--- config.mk ---
export PLATFORM = sky130hd
export DESIGN_NAME = min_search_unit
export DESIGN_NICKNAME = d
export VERILOG_FILES = /design/src/rtl/min_search_unit.sv
export SDC_FILE = /design/constraint.sdc
export NUM_CORES = 1
export LEC_CHECK = 0
export CAP_MARGIN = 20
export CORE_ASPECT_RATIO = 1.2
export CORE_MARGIN = 2
export CORE_UTILIZATION = 35
export CTS_CLUSTER_DIAMETER = 150
export DETAILED_ROUTE_END_ITERATION = 12
export HOLD_SLACK_MARGIN = 0.05
export PLACE_DENSITY_LB_ADDON = 0.15
export SYNTH_ARGS = -nofsm -noshare
export SYNTH_HDL_FRONTEND = slang
export SYNTH_SLANG_ARGS = --single-unit
--- constraint.sdc ---
create_clock -name Clk -period 3.6 [get_ports Clk]
set_input_delay 0.36 -clock Clk [delete_from_list [all_inputs] [get_ports Clk]]
set_output_delay 0.36 -clock Clk [all_outputs]
set_load 0.01 [all_outputs]
--- src/rtl/min_search_unit.sv ---
// min_search_unit
// Scans a stream of NUM_CAND candidate values, tracks the running minimum and
// the index where it was first seen, and drives the write port of the
// processor's minimum-holding register.
//
// Ports:
//   Clk        clock, rising edge
//   Reset      synchronous, active-high
//   Start      one-cycle pulse, begins a search when idle
//   CandValid  candidate present on CandData
//   CandReady  unit accepts a candidate this cycle (high only while scanning)
//   CandData   candidate value
//   MinWrite   write enable to the min register, one cycle per improvement
//   MinData    running minimum (value for the min register)
//   MinIndex   index of the current minimum
//   Busy       search in progress
//   Done       one-cycle pulse when a search completes
//
// Build option: define MIN_SEARCH_SIGNED_EN to compare candidates as
// two's-complement signed values; otherwise the comparison is unsigned.
module min_search_unit #(
  parameter int                DATA_W   = 32,
  parameter int                IDX_W    = 16,
  parameter int                NUM_CAND = 64,
  parameter logic [DATA_W-1:0] INIT_MIN = 32'h00FFFFFF
) (
  input  logic              Clk,
  input  logic              Reset,
  input  logic              Start,
  input  logic              CandValid,
  output logic              CandReady,
  input  logic [DATA_W-1:0] CandData,
  output logic              MinWrite,
  output logic [DATA_W-1:0] MinData,
  output logic [IDX_W-1:0]  MinIndex,
  output logic              Busy,
  output logic              Done
);

  typedef enum logic [1:0] {IDLE, SCAN, FIN} state_t;

  // Index of the final candidate; NUM_CAND may equal 2**IDX_W, so the
  // subtraction is done before truncation.
  localparam logic [IDX_W-1:0] LAST_IDX = IDX_W'(NUM_CAND - 1);

  state_t             state_q, state_d;
  logic [IDX_W-1:0]   cnt_q;
  logic               xfer;

  // Strict less-than: ties never update, so the first occurrence wins.
  function automatic logic cand_less(input logic [DATA_W-1:0] a,
                                     input logic [DATA_W-1:0] b);
`ifdef MIN_SEARCH_SIGNED_EN
    logic signed [DATA_W-1:0] sa;
    logic signed [DATA_W-1:0] sb;
    sa = a;
    sb = b;
    return sa < sb;
`else
    return a < b;
`endif
  endfunction

  assign CandReady = (state_q == SCAN);
  assign xfer      = CandReady & CandValid;

  always_comb begin
    state_d = state_q;
    case (state_q)
      IDLE:    if (Start) state_d = SCAN;
      SCAN:    if (xfer && (cnt_q == LAST_IDX)) state_d = FIN;
      FIN:     state_d = IDLE;
      default: state_d = IDLE;
    endcase
  end

  always_ff @(posedge Clk) begin
    if (Reset) begin
      state_q  <= IDLE;
      cnt_q    <= '0;
      MinData  <= INIT_MIN;
      MinIndex <= '0;
      MinWrite <= 1'b0;
      Busy     <= 1'b0;
      Done     <= 1'b0;
    end else begin
      state_q  <= state_d;
      MinWrite <= 1'b0;
      Done     <= 1'b0;
      case (state_q)
        IDLE: begin
          if (Start) begin
            MinData  <= INIT_MIN;
            MinIndex <= '0;
            cnt_q    <= '0;
            Busy     <= 1'b1;
          end
        end
        SCAN: begin
          if (xfer) begin
            cnt_q <= cnt_q + 1'b1;
            if (cand_less(CandData, MinData)) begin
              MinData  <= CandData;
              MinIndex <= cnt_q;
              MinWrite <= 1'b1;
            end
          end
        end
        FIN: begin
          // Completion pulse lands the cycle after the last MinWrite.
          Done <= 1'b1;
          Busy <= 1'b0;
        end
        default: ;
      endcase
    end
  end

endmodule

==> impl_metrics.toml <==
[run_status]
run_status = "finished, final reports clean"

[global_route]
grt_start_max_net_pins = 58
grt_first_pass_wirelength_microns = 14200
track_usage_pct = 15.6
vias_in_the_first_global_route = 2942
grt_overflow = 0
grt_antenna_before_repair = 0

[finish]
area_growth_syn_to_layout_pct = 35.3
share_of_layout_cells_above_drive_strength_1_pct = 9.11
fillerInstances = 964
finalCoreUtilization_pct = 49.1
antenna-diode-count = 0
nNetsFinal = 557

[sta]
timing_worst_slew_pin_value_ps = 570
fin_worst_hold_slack_ps = 475
rsz0062_at_grt = "no"
timing.clock.skew_ps = 5.27
report.final.slew_viol_count = 0
post-route-min-period_ps = 2560
totalNegativeSetupSlack_ps = 0
setup_viol_count_final = 0
fin_crit_sh_pct = 71.2
maxSlewHeadroom_pct = 62.0
max_clock_freq_mhz = 390
timing_hold_violations_final = 0

[route]
detail_route.vias_per_cell = 4.91
dr_wl_cell_microns = 13.9
final_routed_wirelength_microns = 8610
first_pass_iters = 4
ant_nets = 0
routed-via-count = 3047
drt_iter0_drc = 82
remaining_drc_errors = 0

[worst_setup_path]
worst-path-max-fanout = 25
timing.critical_path.arrival_ps = 2820
start_kind = "input port"
worstSetupPathType = "input port to flop"
cp_data_required_time_ps = 3850
timing.critical_path.to_type = "flop"

[floorplan]
floorplan.rows = 40
chipHeight_microns = 116
floorplan.die.width_microns = 97.2
die_area_sq_um = 11300
initial_core_util_pct = 36.3
core_area_sq_um = 10100
ioPinCount = 88

[clocking]
cts_setup_buffers = 0
path_clk_slew_ps = 60
ctsResizeCount = 0
numClockSinks = 69
cts_buffer_depth = 2
ctsRootBufferMaster = "sky130_fd_sc_hd__clkbuf_16"
post_cts_hold_buffer_count = 0
clock_latency_ps = 320
tritoncts.num_buffers = 9
tritoncts = "built"
htreeDepth = 3

[logic_synthesis]
mappedNetlistArea_sq_um = 3650
synth_seq_area_share_pct = 37.9
synth_cell_types = 38
postSynthCellCount = 405
postSynthRegisterBits = 69
syn-num-nets = 473
yosysWarningCount = 0
synth_area_per_cell_sq_um = 9.01

[place]
detailed_placer_s_ending_hpwl_microns = 6190
place.port_buffers = 87
finalWeightedCongestion = 0.790

[job]
max_cap_violations = 0

[pwr]
p_leak_nw = 2.17
vdd_ir_drop_max_uv = 250
pwr_density_cell_nw_per_um2 = 437
p_total_mw = 2.16

[hold_path]
min-delay-path-class = "flop to flop"
stage by stage:
stage / std cells / worst slack [ps] / instance area, sq um
6_report: 620 / 1040 / 4940
5_1_grt: 620 / 876 / 4940
2_1_floorplan: 405 / 1380 / 3650
4_1_cts: 620 / 1030 / 4940
3_5_place_dp: 604 / 683 / 4610
3_3_place_gp: 604 / 762 / 4610
synthesized netlist by cell type:
library cell / count / share of area (%)
sky130_fd_sc_hd__a2111oi_4: 1 / 0.75
sky130_fd_sc_hd__a211oi_1: 2 / 0.41
sky130_fd_sc_hd__a21oi_1: 14 / 1.9
sky130_fd_sc_hd__a21oi_2: 2 / 0.48
sky130_fd_sc_hd__a221oi_1: 2 / 0.48
sky130_fd_sc_hd__a22oi_4: 1 / 0.58
sky130_fd_sc_hd__a2bb2oi_1: 10 / 2.4
sky130_fd_sc_hd__a2bb2oi_2: 14 / 5.8
sky130_fd_sc_hd__a311oi_1: 1 / 0.24
sky130_fd_sc_hd__a41oi_1: 1 / 0.24
sky130_fd_sc_hd__a41oi_2: 1 / 0.45
sky130_fd_sc_hd__and3_1: 6 / 1.0
sky130_fd_sc_hd__and4_1: 2 / 0.48
sky130_fd_sc_hd__buf_2: 2 / 0.27
sky130_fd_sc_hd__buf_6: 4 / 1.2
sky130_fd_sc_hd__buf_8: 1 / 0.41
sky130_fd_sc_hd__clkbuf_1: 14 / 1.4
sky130_fd_sc_hd__dfxtp_1: 69 / 38
sky130_fd_sc_hd__ha_1: 32 / 11
sky130_fd_sc_hd__inv_1: 35 / 3.6
sky130_fd_sc_hd__mux2i_1: 25 / 6.9
sky130_fd_sc_hd__nand2_1: 43 / 4.4
sky130_fd_sc_hd__nand2b_1: 3 / 0.51
sky130_fd_sc_hd__nand2b_4: 1 / 0.38
sky130_fd_sc_hd__nand3_1: 6 / 0.82
sky130_fd_sc_hd__nand4_1: 7 / 1.2
sky130_fd_sc_hd__nor2_1: 51 / 5.2
sky130_fd_sc_hd__nor2b_1: 2 / 0.34
sky130_fd_sc_hd__nor3_1: 26 / 3.6
sky130_fd_sc_hd__nor3b_1: 1 / 0.21
sky130_fd_sc_hd__nor4_1: 2 / 0.34
sky130_fd_sc_hd__nor4_2: 1 / 0.34
sky130_fd_sc_hd__o21ai_0: 5 / 0.69
sky130_fd_sc_hd__o21ai_1: 2 / 0.27
sky130_fd_sc_hd__o21ai_2: 1 / 0.24
sky130_fd_sc_hd__or2_1: 1 / 0.17
sky130_fd_sc_hd__xnor2_1: 3 / 0.72
sky130_fd_sc_hd__xor2_1: 11 / 2.6
layout make-up:
| type | count | area, sq um | area share (%) |
|---|---|---|---|
| well taps | 126 | 158 | 3.19 |
| repair buffers | 94 | 918 | 18.6 |
| inverters | 35 | 131 | 2.66 |
| multi-input cells | 280 | 2020 | 40.9 |
| clock buffers | 12 | 256 | 5.20 |
| clock inverters | 4 | 70.1 | 1.42 |
| flip-flops and latches | 69 | 1380 | 28.0 |
power by group:
part	internal, mW	switching [mW]	leakage, nW
Sequential	0.802	0.0280	0.563
Clock	0.642	0.319	0.163
Combinational	0.194	0.171	1.45
cell usage in the layout (no fill, tap or decap), types with 3 or more instances in the layout:
| cell type | synthesis | routed |
|---|---|---|
| sky130_fd_sc_hd__xnor2_1 | 3 | 3 |
| sky130_fd_sc_hd__mux2i_1 | 25 | 25 |
| sky130_fd_sc_hd__nor2_1 | 51 | 51 |
| sky130_fd_sc_hd__clkbuf_16 | 0 | 9 |
| sky130_fd_sc_hd__ha_1 | 32 | 32 |
| sky130_fd_sc_hd__xor2_1 | 11 | 11 |
| sky130_fd_sc_hd__nand2_1 | 43 | 43 |
| sky130_fd_sc_hd__nand3_1 | 6 | 6 |
| sky130_fd_sc_hd__o21ai_0 | 5 | 5 |
| sky130_fd_sc_hd__dfxtp_1 | 69 | 69 |
| sky130_fd_sc_hd__nand4_1 | 7 | 7 |
| sky130_fd_sc_hd__a2bb2oi_1 | 10 | 10 |
| sky130_fd_sc_hd__a21oi_1 | 14 | 14 |
| sky130_fd_sc_hd__nor3_1 | 26 | 26 |
| sky130_fd_sc_hd__buf_4 | 0 | 7 |
| sky130_fd_sc_hd__nand2b_1 | 3 | 3 |
| sky130_fd_sc_hd__inv_1 | 35 | 35 |
| sky130_fd_sc_hd__a2bb2oi_2 | 14 | 14 |
| sky130_fd_sc_hd__clkdlybuf4s50_1 | 0 | 86 |
| sky130_fd_sc_hd__and3_1 | 6 | 6 |
worst paths after layout:
path | slack [ps] | cells after the start | startpoint | endpoint
max | 1040 | 9 | CandData[2] | MinData[0]$_SDFFE_PP1P_
min | 480 | 2 | Busy$_SDFFE_PP0P_ | Busy$_SDFFE_PP0P_
max reg2reg | 1120 | 9 | MinData[27]$_SDFFE_PP0P_ | MinData[0]$_SDFFE_PP1P_
min reg2reg | 480 | 2 | Busy$_SDFFE_PP0P_ | Busy$_SDFFE_PP0P_
registers in the layout, summed over array words and instances (netlist names):
| signal | count |
|---|---|
| MinData | 32 |
| MinWrite | 1 |
| state_q | 2 |
| Done | 1 |
| cnt_q | 16 |
| MinIndex | 16 |
| Busy | 1 |
layer usage:
layer	wire, microns	vias to the layer above	track usage (%)
met3	390	10	3.86
met2	3890	61	25.9
met1	4230	1417	20.1
met5	0	-	0
li1	-	1559	-
met4	93	0	5.35
cell families (layout without fill, tap and decap cells):
kind of cell	count (synthesis)	count (layout)	share of synthesized area, %
DFF	69	69	37.9
adders and majority gates	32	32	11.0
buffers and inverters	56	145	6.96
and+or+nand+nor	152	152	19.1
AOI/OAI and AO/OA	57	57	14.9
muxes	25	25	6.86
xor gates and xnor gates	14	14	3.36
critical path, cell delays in order:
cell and delay, ps:
sky130_fd_sc_hd__clkdlybuf4s50_1 450, sky130_fd_sc_hd__ha_1 320, sky130_fd_sc_hd__a211oi_1 220, sky130_fd_sc_hd__o21ai_1 90
sky130_fd_sc_hd__a41oi_1 260, sky130_fd_sc_hd__o21ai_1 240, sky130_fd_sc_hd__a21oi_4 190, sky130_fd_sc_hd__buf_4 420
sky130_fd_sc_hd__mux2i_1 240
No activity file was read; power rests on OpenSTA's default activity.
